===== src/rtl/dmem_arbiter.sv =====
// dmem_arbiter: round-robin arbiter and IDLE/ACCESS/RESP sequencer that shares
// a word-wide, byte-addressed data memory between two load/store requesters.
module dmem_arbiter #(
   parameter int ADDR_W = 6,
   parameter int DATA_W = 32
) (
   input  logic              clk,
   input  logic              reset,
   input  logic              req0,
   input  logic              req1,
   input  logic              we0,
   input  logic              we1,
   input  logic [ADDR_W-1:0] addr0,
   input  logic [ADDR_W-1:0] addr1,
   input  logic [DATA_W-1:0] wdata0,
   input  logic [DATA_W-1:0] wdata1,
   output logic              gnt0,
   output logic              gnt1,
   output logic              rvalid0,
   output logic              rvalid1,
   output logic [DATA_W-1:0] rdata,
   output logic              rerr,
   output logic [ADDR_W-1:0] mem_addr,
   output logic [DATA_W-1:0] mem_wdata,
   output logic              mem_read,
   output logic              mem_write,
   input  logic [DATA_W-1:0] mem_rdata
);

   typedef enum logic [1:0] {
      S_IDLE   = 2'd0,
      S_ACCESS = 2'd1,
      S_RESP   = 2'd2
   } state_t;

   state_t              state_q, state_d;
   logic                last_q, last_d;
   logic                owner_q, owner_d;
   logic                we_q, we_d;
   logic [ADDR_W-1:0]   addr_q, addr_d;
   logic [DATA_W-1:0]   wdata_q, wdata_d;
   logic [DATA_W-1:0]   rdata_q, rdata_d;
   logic                err_q, err_d;

   logic                pick1_s;
   logic                aligned_s;

   // Port 1 wins when it is the only requester, or on a tie when port 0 went last.
   assign pick1_s   = req1 & (~req0 | ~last_q);
   assign aligned_s = (addr_q[1:0] == 2'b00);

   // State and operand registers; reset returns to IDLE with port 0 favoured.
   always_ff @(posedge clk or posedge reset) begin
      if (reset) begin
         state_q <= S_IDLE;
         last_q  <= 1'b1;
         owner_q <= 1'b0;
         we_q    <= 1'b0;
         addr_q  <= {ADDR_W{1'b0}};
         wdata_q <= {DATA_W{1'b0}};
         rdata_q <= {DATA_W{1'b0}};
         err_q   <= 1'b0;
      end else begin
         state_q <= state_d;
         last_q  <= last_d;
         owner_q <= owner_d;
         we_q    <= we_d;
         addr_q  <= addr_d;
         wdata_q <= wdata_d;
         rdata_q <= rdata_d;
         err_q   <= err_d;
      end
   end

   // Next-state, grant, memory-pin and response decode; every output defaults to 0.
   always_comb begin
      state_d   = state_q;
      last_d    = last_q;
      owner_d   = owner_q;
      we_d      = we_q;
      addr_d    = addr_q;
      wdata_d   = wdata_q;
      rdata_d   = rdata_q;
      err_d     = err_q;
      gnt0      = 1'b0;
      gnt1      = 1'b0;
      rvalid0   = 1'b0;
      rvalid1   = 1'b0;
      rdata     = {DATA_W{1'b0}};
      rerr      = 1'b0;
      mem_addr  = {ADDR_W{1'b0}};
      mem_wdata = {DATA_W{1'b0}};
      mem_read  = 1'b0;
      mem_write = 1'b0;
      case (state_q)
         S_IDLE: begin
            if (req0 | req1) begin
               gnt0    = ~pick1_s;
               gnt1    = pick1_s;
               owner_d = pick1_s;
               last_d  = pick1_s;
               we_d    = pick1_s ? we1    : we0;
               addr_d  = pick1_s ? addr1  : addr0;
               wdata_d = pick1_s ? wdata1 : wdata0;
               state_d = S_ACCESS;
            end else begin
               state_d = S_IDLE;
            end
         end
         S_ACCESS: begin
            if (aligned_s) begin
               mem_addr  = addr_q;
               mem_wdata = wdata_q;
               mem_read  = ~we_q;
               mem_write = we_q;
               rdata_d   = we_q ? {DATA_W{1'b0}} : mem_rdata;
               err_d     = 1'b0;
            end else begin
               // Misaligned: leave the memory untouched and flag the error.
               rdata_d   = {DATA_W{1'b0}};
               err_d     = 1'b1;
            end
            state_d = S_RESP;
         end
         S_RESP: begin
            rvalid0 = ~owner_q;
            rvalid1 = owner_q;
            rdata   = rdata_q;
            rerr    = err_q;
            state_d = S_IDLE;
         end
         default: begin
            state_d = S_IDLE;
         end
      endcase
   end

endmodule


===== config.mk =====
export PLATFORM = sky130hd
export DESIGN_NAME = dmem_arbiter
export DESIGN_NICKNAME = d
export VERILOG_FILES = /design/src/rtl/dmem_arbiter.sv
export SDC_FILE = /design/constraint.sdc
export NUM_CORES = 1
export LEC_CHECK = 0
export CAP_MARGIN = 5
export CORE_ASPECT_RATIO = 1.25
export CORE_UTILIZATION = 40
export DETAILED_ROUTE_END_ITERATION = 16
export GPL_TIMING_DRIVEN = 1
export PLACE_DENSITY = 0.88
export SLEW_MARGIN = 0
export SYNTH_ARGS = -nofsm -noshare
export SYNTH_HDL_FRONTEND = slang
export SYNTH_SLANG_ARGS = --single-unit

===== constraint.sdc =====
create_clock -name clk -period 3.2 [get_ports clk]
set_clock_uncertainty 0.05 [all_clocks]
set_input_delay 0.64 -clock clk [delete_from_list [all_inputs] [get_ports clk]]
set_output_delay 0.64 -clock clk [all_outputs]
set_load 0.05 [all_outputs]

Word-level counts from Yosys, hierarchy flattened. Cells that the tools add are included.

Mux-type cells: 24. Bitwise gates (word level): 8. Equal/unequal tests: 2. Reductions and logical operators: 3.

Operators by type and width (count): $mux 32 (6); $mux 6 (3); $mux 1 (14); $not 1->1 (5); $logic_not 2->1 (2); $pmux 2 s2 (1); $eq 2x1->1 const B (1); $eq 2x2->1 const B (1); $or 1x1->1 (2); $reduce_and 2->1 (1); $and 1x1->1 (1).

Bits in registers: 76. Logic and storage cells: 45.

Depth between registers and ports, before layout. Gate-level depths: netlist of the first run.

Depth after elaboration: 6. Mapped depth: 6. Gate-level depth less buffers: 4.

Least setup slack after synthesis of the first run. Ideal clock, no wire load.

Path kind: reg-to-output. Start point: reg state_q[1]. End point: out mem_wdata[10]. Data arrival time: 1523 ps. Path slack: 987 ps. Cell stages (with the launch flop): 7. Cell sequence: dfrtp_1 > nand2b_1 > buf_2 > nor3_2 > buf_2 > buf_2 > and2_1.

Word-level cells in the longest chain between the ends: 2.

RTL lines: start, declared (line 36) `state_t state_q, state_d;`; start signal, assigned (line 64) `state_q <= state_d;`; $eq 2x1->1 (line 95) `case (state_q)`; $mux 32 (line 95); end, declared (line 24) `output logic [DATA_W-1:0] mem_wdata,`.

No other way between the ends.

Final worst setup path of the first run.
Start point: reg state_q[1]. End point: out rdata[24].

Word-level cells in the longest chain between the ends: 2.

RTL lines: $eq 2x2->1 (line 95); $mux 32 (line 95); end, declared (line 21) `output logic [DATA_W-1:0] rdata,`.

No other way between the ends.

==> reports/metrics.yaml, run 1 <==
critical_path:
  cp.arrival_ns: 2.15
  crit_required_ns: 2.51
  crit_fanout: 35
  crit_type: "flip-flop to primary output"
  critPathCaptureType: "primary output"
  start_kind: "flip-flop"
final_layout:
  drive_above_1_share: 0.146
  stdcell_count: 613
  nNetsFinal: 602
  area_growth_syn_to_layout_pct: 68.7
  diodes: 0
  fin_util: 0.703
  fillerInstances: 622
status:
  status: "finished clean"
pwr:
  ir_drop_v: 0.000376
  power_density_nw_per_um2: 775
  finalPower_uw: 4790
  leakage_uw: 0.00262
global_routing:
  antenna_found_initial: 0
  grt_usage: 0.240
  grt_max_degree: 43
  grt_pass1_wl_microns: 17000
  grt_pass1_vias: 3317
  grt-ovfl-total: 0
synthesis:
  netlist.area_leader.share: 0.512
  synth_top_cell_by_area: "dfrtp_1"
  synth_ff_type: "dfrtp_1"
  ys_seq_area_frac: 0.519
  yosysUniqueCellTypes: 25
  ys_ff_latch: 76
  synth_area_sq_um: 3670
  synth_edf_count: 0
  synth_cells: 314
  synth_area_leaders: "dfrtp_1 51%, and2_1 12%, a221o_1 11%"
  synthMostInstantiatedCell: "dfrtp_1"
  synth_common_cells: "75 x dfrtp_1, 71 x and2_1, 39 x a221o_1"
  synthArstFlopShare: 1.00
  yosysWarnings: 0
  synth_area_per_cell_sq_um: 11.7
timing:
  setup_viol: 0
  tns_ns: 0
  hold_violations: 0
  drv_slew: 0
  post-route-period-util: 0.886
  worst_pin_slew_ns: 1.01
  rsz0062_at_grt: "no"
  fin_crit_ns: 2.84
  slew_headroom: 0.325
  fmax_mhz: 353
floorplanning:
  dieArea_sq_um: 9550
  die_h_microns: 109
  start_util: 0.417
  core_area_sq_um: 8800
  io_pins: 191
  row_count: 38
  die_x_microns: 87.6
routing:
  drc: 0
  wl_microns: 11100
  firstDrtPassIters: 4
  drt_iter0_drc: 210
  ant_nets: 0
  vias_per_cell: 5.26
  wl_per_cell_microns: 18.1
  num_vias: 3223
clock_tree:
  cts_hold_buf: 0
  tritoncts: "built"
  cts.clk_slew.worst_paths_ns: 0.07
  cts_buffer_depth: 2
  clock_latency_ns: 0.35
  cts_root_buf: "clkbuf_8"
  cts.sinks: 76
  htree_levels: 3
  numCtsBuffers: 9
  postCtsResizedCells: 0
  post_cts_buffers: 0
hold_path:
  hp-class: "flip-flop to flip-flop"
placement:
  gp_congestion: 0.825
  placed_cells: 597
  io_buffers: 188
  hpwl_microns: 8080
run:
  maxCapViolations: 0
worst max-delay path, stage by stage (launching register included):
cell,delay (ns)
dfrtp_1,0.39
nor2b_2,0.14
buf_4,0.26
and2_1,0.18
clkdlybuf4s50_1,0.82
logic make-up after synthesis:
family	share of synthesized area
AO/OA/AOI/OAI	0.266
buffers and inverters	0.0642
flip-flops	0.519
other	0.00102
AND/OR/NAND/NOR	0.149
metal layers:
metal	vias to the layer above	global-route usage	wire length (microns)
li1	1491	-	-
met1	1535	0.279	4140
met2	174	0.419	5780
met3	23	0.0636	938
met4	0	0.0890	230
met5	-	0	0
cells in the final DEF, fill, tap and decap left out, drive strengths merged, types with 2 or more instances in the layout:
cell type,Yosys,layout
clkbuf,13,12
o21ai,2,2
a22o,32,32
nor2b,2,2
inv,3,2
o21a,39,39
nand2,3,3
clkdlybuf4s50,0,148
a221o,39,39
and2,71,71
nor2,5,5
clkinv,0,3
buf,21,48
conb,1,2
dfrtp,75,75
nand2b,2,2
through the flow:
stage               hold WS, ns  instance area, sq um  setup slack [ns]
floorplan                 0.407                  3670             0.573
global placement          0.427                  5980             0.744
detailed placement        0.426                  5980             0.718
CTS                       0.440                  6180             0.329
global route              0.460                  6180             0.226
finish                    0.441                  6180             0.365
path summary, 6_finish.rpt:
path | startpoint | endpoint | slack, ns | depth (start not counted)
worst max-delay path | state_q[1]$_DFF_PP0_ | rdata[24] | 0.36 | 4
worst min-delay path | last_q$_DFFE_PP1P_ | last_q$_DFFE_PP1P_ | 0.44 | 2
worst max register to register | state_q[0]$_DFF_PP0_ | wdata_q[20]$_DFFE_PP0P_ | 1.36 | 4
worst min register to register | last_q$_DFFE_PP1P_ | last_q$_DFFE_PP1P_ | 0.44 | 2
max in group asynchronous | reset | last_q$_DFFE_PP1P_ | 1.74 | 3
min in group asynchronous | reset | rdata_q[25]$_DFFE_PP0N_ | 0.65 | 2
layout make-up:
class	instances	area, sq um	area share
inverter	3	12.5	0.00202
multi-input combinational	202	1550	0.250
clock buffer	12	155	0.0251
timing repair buffer	196	2370	0.383
clock inverter	4	47.5	0.00769
tap	120	150	0.0243
sequential	76	1900	0.308
power breakdown:
group	switching [uW]	internal (uW)
clock	352	401
sequential	208	1330
combinational	1330	1180
total	1890	2900
registers in the layout (all words and copies together) (netlist names):
register	cells
addr_q	6
rdata_q	32
err_q	1
last_q	1
owner_q	1
wdata_q	32
state_q	2
we_q	1
No activity file was read; power rests on OpenSTA's default activity.
==> run 2: changes to the inputs <==
--- a/config.mk
+++ b/config.mk
@@ -8,6 +8,7 @@
 export CAP_MARGIN = 5
 export CORE_ASPECT_RATIO = 1.25
 export CORE_UTILIZATION = 40
+export CTS_CLUSTER_DIAMETER = 60
 export DETAILED_ROUTE_END_ITERATION = 16
 export GPL_TIMING_DRIVEN = 1
 export PLACE_DENSITY = 0.88
==> results of run 2 <==
Final layout, timing and power as in run 1 (identical DEF).
==> run 3: changes to the inputs <==
--- a/config.mk
+++ b/config.mk
@@ -5,14 +5,14 @@
 export SDC_FILE = /design/constraint.sdc
 export NUM_CORES = 1
 export LEC_CHECK = 0
+export ABC_AREA = 0
 export CAP_MARGIN = 5
-export CORE_ASPECT_RATIO = 1.25
+export CORE_ASPECT_RATIO = 1.2
 export CORE_UTILIZATION = 40
 export CTS_CLUSTER_DIAMETER = 60
 export DETAILED_ROUTE_END_ITERATION = 16
 export GPL_TIMING_DRIVEN = 1
 export PLACE_DENSITY = 0.88
-export SLEW_MARGIN = 0
 export SYNTH_ARGS = -nofsm -noshare
 export SYNTH_HDL_FRONTEND = slang
 export SYNTH_SLANG_ARGS = --single-unit
==> reports/metrics.yaml, run 3 (synthesis results as in run 1) <==
final_layout:
  drive_above_1_share: 0.150  # +0.00375
  fin_util: 0.710  # +0.00672
  multi_input_area_sq_um: 1550  # unchanged
  design_area_sq_um: 6210  # +0.43%
  final_common_cell: "clkdlybuf4s50_1"
  area_growth_syn_to_layout_pct: 69.4
  regArea_sq_um: 1900  # unchanged
  stdcell_count: 611  # -0.33%
  reg_top3: "rdata_q: 32 flops, wdata_q: 32 flops, addr_q: 6 flops"
  nNetsFinal: 603  # +0.17%
  fillerInstances: 580  # -6.8%
  most-common-layout-cells: "148 x clkdlybuf4s50_1, 75 x dfrtp_1, 71 x and2_1"
  diodes: 0  # unchanged
clock_tree:
  cts_buffer_depth: 2  # unchanged
  htree_levels: 3  # unchanged
  clock_latency_ns: 0.35  # about the same
  cts.clk_slew.worst_paths_ns: 0.08  # about the same
  cts_hold_buf: 0  # unchanged
  cts_root_buf: "clkbuf_8"
  cts.sinks: 76  # unchanged
  tritoncts: "built"
  post_cts_buffers: 0  # unchanged
  numCtsBuffers: 9  # unchanged
  postCtsResizedCells: 0  # unchanged
critical_path:
  slowest_delay_ns: 0.81  # about the same
  start_kind: "flip-flop"
  crit_required_ns: 2.51  # about the same
  slowest_stage: "clkdlybuf4s50_1"
  critical_path.top_delay_family: "buffers and inverters"
  reg2reg_from: "state_q[1]$_DFF_PP0_"
  cp.arrival_ns: 2.14  # about the same
  critical_path_buf_inv_count: 2  # unchanged
  startpoint: "state_q[0]$_DFF_PP0_"
  critPathCaptureType: "primary output"
  crit_fanout: 35  # unchanged
  crit_type: "flip-flop to primary output"
  path_cells: "nor2b_2 -> buf_4 -> and2_1 -> clkdlybuf4s50_1"
floorplanning:
  start_util: 0.419  # +0.00221
  die_x_microns: 89.4  # +2.0%
  row_count: 37  # -2.6%
  io_pins: 191  # unchanged
  dieArea_sq_um: 9550  # about the same
  core_area_sq_um: 8750  # -0.53%
  die_h_microns: 107  # -2.0%
global_routing:
  grt_max_degree: 47  # +9.3%
  grt_usage: 0.225  # -0.0142
  grt-ovfl-total: 0  # unchanged
  grt_pass1_wl_microns: 16100  # -5.4%
  grt_pass1_vias: 3193  # -3.7%
  antenna_found_initial: 0  # unchanged
status:
  status: "finished clean"
routing:
  vias_per_cell: 5.30  # +0.76%
  wl_microns: 10500  # -5.1%
  drt_iter0_drc: 138  # -34%
  ant_nets: 0  # unchanged
  wl_per_cell_microns: 17.2  # -4.8%
  drc: 0  # unchanged
  firstDrtPassIters: 4  # unchanged
  num_vias: 3237  # +0.43%
placement:
  io_buffers: 188  # unchanged
  placed_cells: 595  # -0.34%
  dpl_cell_area_sq_um: 5980  # about the same
  gp_congestion: 0.760  # -7.9%
  hpwl_microns: 7510  # -7.1%
run:
  maxCapViolations: 0  # unchanged
pwr:
  leakage_uw: 0.00263  # +0.28%
  ir_drop_v: 0.000408  # +8.4%
  power_density_nw_per_um2: 781  # +0.72%
hold_path:
  hp-class: "flip-flop to flip-flop"
  hold_start: "err_q$_DFFE_PP0N_"
timing:
  rsz0062_at_grt: "no"
  drv_slew: 0  # unchanged
  fmax_mhz: 353  # about the same
  worst_pin_slew_ns: 0.587  # -0.424 ns
  tns_ns: 0  # unchanged
  slew_headroom: 0.608  # +0.284
  whs_ns: 0.449  # +0.00734 ns
  setup_viol: 0  # unchanged
  hold_violations: 0  # unchanged
  fin_crit_ns: 2.83  # -0.00202 ns
  post-route-period-util: 0.885  # about the same
[run 3: cell count changes in the layout (fill, tap and decap cells not counted)]
| cell | previous run | this run |
|---|---|---|
| buf_4 | 6 | 7 |
| bufinv_16 | 1 | 2 |
| clkbuf_1 | 1 | 0 |
| clkbuf_8 | 11 | 10 |
| clkinv_2 | 3 | 2 |
| clkinvlp_4 | 1 | 3 |
[run 3: worst min-delay path, cell delays in order, from the launching register on]
cell	delay [ns]
dfrtp_1	0.34
nor2_1	0.05
nor2_1	0.07
[run 3: worst paths after layout]
path                       depth (start not counted)  slack [ns]                 endpoint
hold reg to reg                                    2        0.45        err_q$_DFFE_PP0N_
setup reg to reg                                   5        1.35  rdata_q[22]$_DFFE_PP0N_
min in group asynchronous                          2        0.61         we_q$_DFFE_PP0P_
setup / recovery                                   4        0.37                 rdata[4]
max in group asynchronous                          3        1.82       last_q$_DFFE_PP1P_
hold / removal                                     2        0.45        err_q$_DFFE_PP0N_
[run 3: cell type report]
type / instances / share of cell area
clock inverters: 6 / 0.0141
repair buffers: 197 / 0.382
inverters: 3 / 0.00201
well taps: 117 / 0.0236
flip-flops and latches: 76 / 0.306
multi-input cells: 202 / 0.249
clock buffers: 10 / 0.0222
[run 3: routing by layer]
layer	global-route usage	share of wire	vias up
li1	-	-	1495
met1	0.268	0.40	1558
met2	0.378	0.49	164
met3	0.0616	0.083	20
met4	0.0964	0.024	0
met5	0	0	-
[run 3: power breakdown]
group,total [uW],switching (uW),internal [uW],leakage (uW)
Combinational,2490,1310,1180,0.00156
Sequential,1530,205,1330,0.000971
Clock,825,366,459,0.000105
[run 3: per-stage QoR]
| stage | total power (uW) | setup slack (ns) |
|---|---|---|
| 2_1_floorplan | 3160 | 0.573 |
| 3_3_place_gp | 3970 | 0.730 |
| 3_5_place_dp | 4040 | 0.721 |
| 4_1_cts | 4880 | 0.346 |
| 5_1_grt | 5100 | 0.230 |
| 6_report | 4850 | 0.367 |
==> patch 1 (settings of run 3) <==
The parameter `DATA_W` goes from 32 to 48.
--- a/src/rtl/dmem_arbiter.sv
+++ b/src/rtl/dmem_arbiter.sv
@@ -2,7 +2,7 @@
 // a word-wide, byte-addressed data memory between two load/store requesters.
 module dmem_arbiter #(
    parameter int ADDR_W = 6,
-   parameter int DATA_W = 32
+   parameter int DATA_W = 48
 ) (
    input  logic              clk,
    input  logic              reset,
Interface: changed (5 resized); port bits go from 191 to 271. No check against the original RTL was run, so the function may have changed too.
==> patch 1 against run 3 <==
Core utilization is 0.65 points higher; synthesized area is 37% higher; via count is 42% higher; routed wire length up 49%; power is 53% higher; sequential cell count rose by 32; final area rose by 40%; worst setup slack lost 150 ps; synthesized cell count is 39% higher; fmax shrank 5.2%; worst hold slack worse by 12 ps; first-iteration DRC count grew 83%; largest cell class unchanged; largest power group unchanged.
==> patch 1: results (changes against run 3) <==
[global_routing]
grt_pass1_vias = 4780  ; +50%
grt_use_met3 = 0.0623  ; +0.000685

[yosys]
yosys.cell_types.count = 23  ; -8.0%
seq_area_frac_synth = 0.540  ; +0.0210
synth_seq_cells = 108  ; +42%
synth_top_cells_by_area = dfrtp_1, and2_1, a221o_1, a22o_1, and3_1
synthTopCellsByCount = dfrtp_1, and2_1, and3_1, a221o_1, a22o_1

[drt]
post_drt_wl_per_cell_um = 18.6  ; +8.1%
wl_met1_mm = 6.03  ; +42%
wl_met2_mm = 8.01  ; +56%
drt-initial-drc-count = 252  ; +83%

[setup_path]
r2r_setup_slack_ps = 910  ; -440 ps
crit_arrival_ps = 2300  ; +160 ps
critPathMaxStageDelay_ps = 840  ; +30 ps

[pwr]
p_leak_nw = 3.91  ; +48%

[placed_design]
dpl-instance-area_um2 = 8390  ; +40%
gp_congestion = 0.832  ; +9.5%

[layout]
nets = 841  ; +39%
seq_share = 0.310  ; +0.00384
final_layout_size_suffix_gt1_frac = 0.136  ; -0.0138
buffer_area_frac = 0.385  ; +0.00212
multiInputGateArea_um2 = 2120  ; +37%
nFillCells = 814  ; +40%

[status]
status = complete, no violations

[clocking]
ctsRootBufferMaster = clkbuf_16

patch 1: how the worst max path moves through the flow:
stage | endpoint | slack, ps | cells past startpoint
6_report | rerr | 210 | 4
5_1_grt | rerr | 90 | 4
4_1_cts | rerr | 190 | 4
3_5_place_dp | rerr | 570 | 4
3_3_place_gp | rerr | 560 | 4
2_1_floorplan | gnt1 | 930 | 4
patch 1: report_power, final:
part	internal (W)	switching [W]	total [W]
combinational	0.00174	0.00204	0.00379
sequential	0.00204	0.000389	0.00243
clock	0.000695	0.000508	0.00120
total	0.00448	0.00294	0.00742
patch 1: worst max-delay path: cells and delay by family, from the launching register on:
kind / cells / cell delay (ps)
flip-flops: 1 / 430
buffers and inverters: 2 / 1190
AND/OR/NAND/NOR: 2 / 340
patch 1: cells by family (layout without fill, tap and decap cells):
group | after synthesis | in the layout | synth area share
AOI/OAI and AO/OA | 107 | 107 | 0.199
buffers and inverters | 50 | 298 | 0.0442
DFF | 108 | 108 | 0.540
other | 1 | 2 | 0.000749
and+or+nand+nor | 169 | 169 | 0.215
==> patch 2 (settings of run 3) <==
Made on the original files. The 3 states of `state_t` get a one-hot encoding in 3 bits.
--- a/src/rtl/dmem_arbiter.sv
+++ b/src/rtl/dmem_arbiter.sv
@@ -27,10 +27,10 @@
    input  logic [DATA_W-1:0] mem_rdata
 );
 
-   typedef enum logic [1:0] {
-      S_IDLE   = 2'd0,
-      S_ACCESS = 2'd1,
-      S_RESP   = 2'd2
+   typedef enum logic [2:0] {
+      S_IDLE   = 3'b001,
+      S_ACCESS = 3'b010,
+      S_RESP   = 3'b100
    } state_t;
 
    state_t              state_q, state_d;
Check against the original RTL: no difference found for any inputs over 10 cycles, from zero or initial values and one cycle with reset high; not proved beyond that.
==> patch 2 against run 3 <==
Sequential cell count rose by 1; power fell by 19%; first-iteration DRC count up 0.72%; critical path type unchanged; synthesized cell count grew 0.32%; critical path depth unchanged; final area rose by 0.14%; sequential share of layout area increased by 0.38 points; fmax is 4.0% lower; routed wire length up 0.99%; synthesized area stayed put; register-to-register slack lost 100 ps; largest power group is now sequential cells; worst setup slack worse by 120 ps.
==> patch 2: results (changes against run 3) <==
[setup_path]
rr_worst_depth = 4  ; -1
crit_arrival_ps = 2260  ; +120 ps
crit_path_end = rerr
crit_path_start = state_q[1]
worstReg2RegEnd = rdata_q[19]
r2r_setup_slack_ps = 1250  ; -100 ps

[global_routing]
grt_pass1_wl_mm = 16.8  ; +4.4%
track_usage = 0.232  ; +0.00645
grt_max_degree = 46  ; -2.1%
grt_pass1_vias = 3467  ; +8.6%

[pwr]
pwr-share-clk = 0.212  ; +0.042
p_comb_w = 0.00152  ; -39%
p_leak_nw = 2.60  ; -1.2%
p_sw_frac = 0.343  ; -0.0461
ir_drop_uv = 561  ; +38%

[timing]
maxSlewHeadroom = 0.230  ; -0.378
hold_ws_ps = 441  ; -7.18 ps
fin_crit_ps = 2950  ; +117 ps

[drt]
wl_met2_mm = 5.37  ; +4.5%
routed_wl_mm = 10.6  ; +0.99%
viasPerCell = 5.49  ; +3.6%
drt_pre_antenna_iters = 5  ; +1
drt-initial-drc-count = 139  ; +0.72%
wl_met1_mm = 4.31  ; +1.4%
dr_wl_met3_um = 726  ; -17%

[placed_design]
dp_hpwl_mm = 7.72  ; +2.8%
gp_congestion = 0.715  ; -5.9%

[yosys]
synthCells = 315  ; +0.32%
yosys.cell_types.count = 26  ; +4.0%
synth_top_cells_by_area = dfrtp_1, and2_1, a2bb2oi_1, o32ai_1, a22o_1
seq_area_frac_synth = 0.526  ; +0.00717

[layout]
nFillCells = 617  ; +6.4%
final_layout_size_suffix_gt1_frac = 0.190  ; +0.0405

[status]
status = complete, no violations

[clocking]
ctsRootBufferMaster = clkbuf_8

## patch 2: per-layer routing
layer,up-vias,global-route usage
li1,1539,-
met1,1636,0.264
met2,161,0.411
met3,16,0.0531
met4,0,0.0941
met5,-,0
## patch 2: cell families (layout without fill, tap and decap cells)
logic type      count (synthesis)  in the layout  synth area share
other cells                     1              2           0.00102
simple gates                   84             84             0.149
compound gates                114            114             0.272
flops                          77             77             0.526
buf+inv                        39            217            0.0515
## patch 2: final cells by class
type | instances | share of cell area
multi-input combinational | 200 | 0.254
clock buffer | 10 | 0.0221
sequential | 77 | 0.310
tap | 117 | 0.0235
inverter | 3 | 0.00201
timing repair buffer | 198 | 0.373
clock inverter | 6 | 0.0149
## patch 2: per-stage QoR
step                cell area [um^2]  utilization
floorplan                       3680            -
global placement                5990        0.684
detailed placement              5990        0.684
CTS                             6220        0.711
global route                    6220        0.711
finish                          6220        0.711
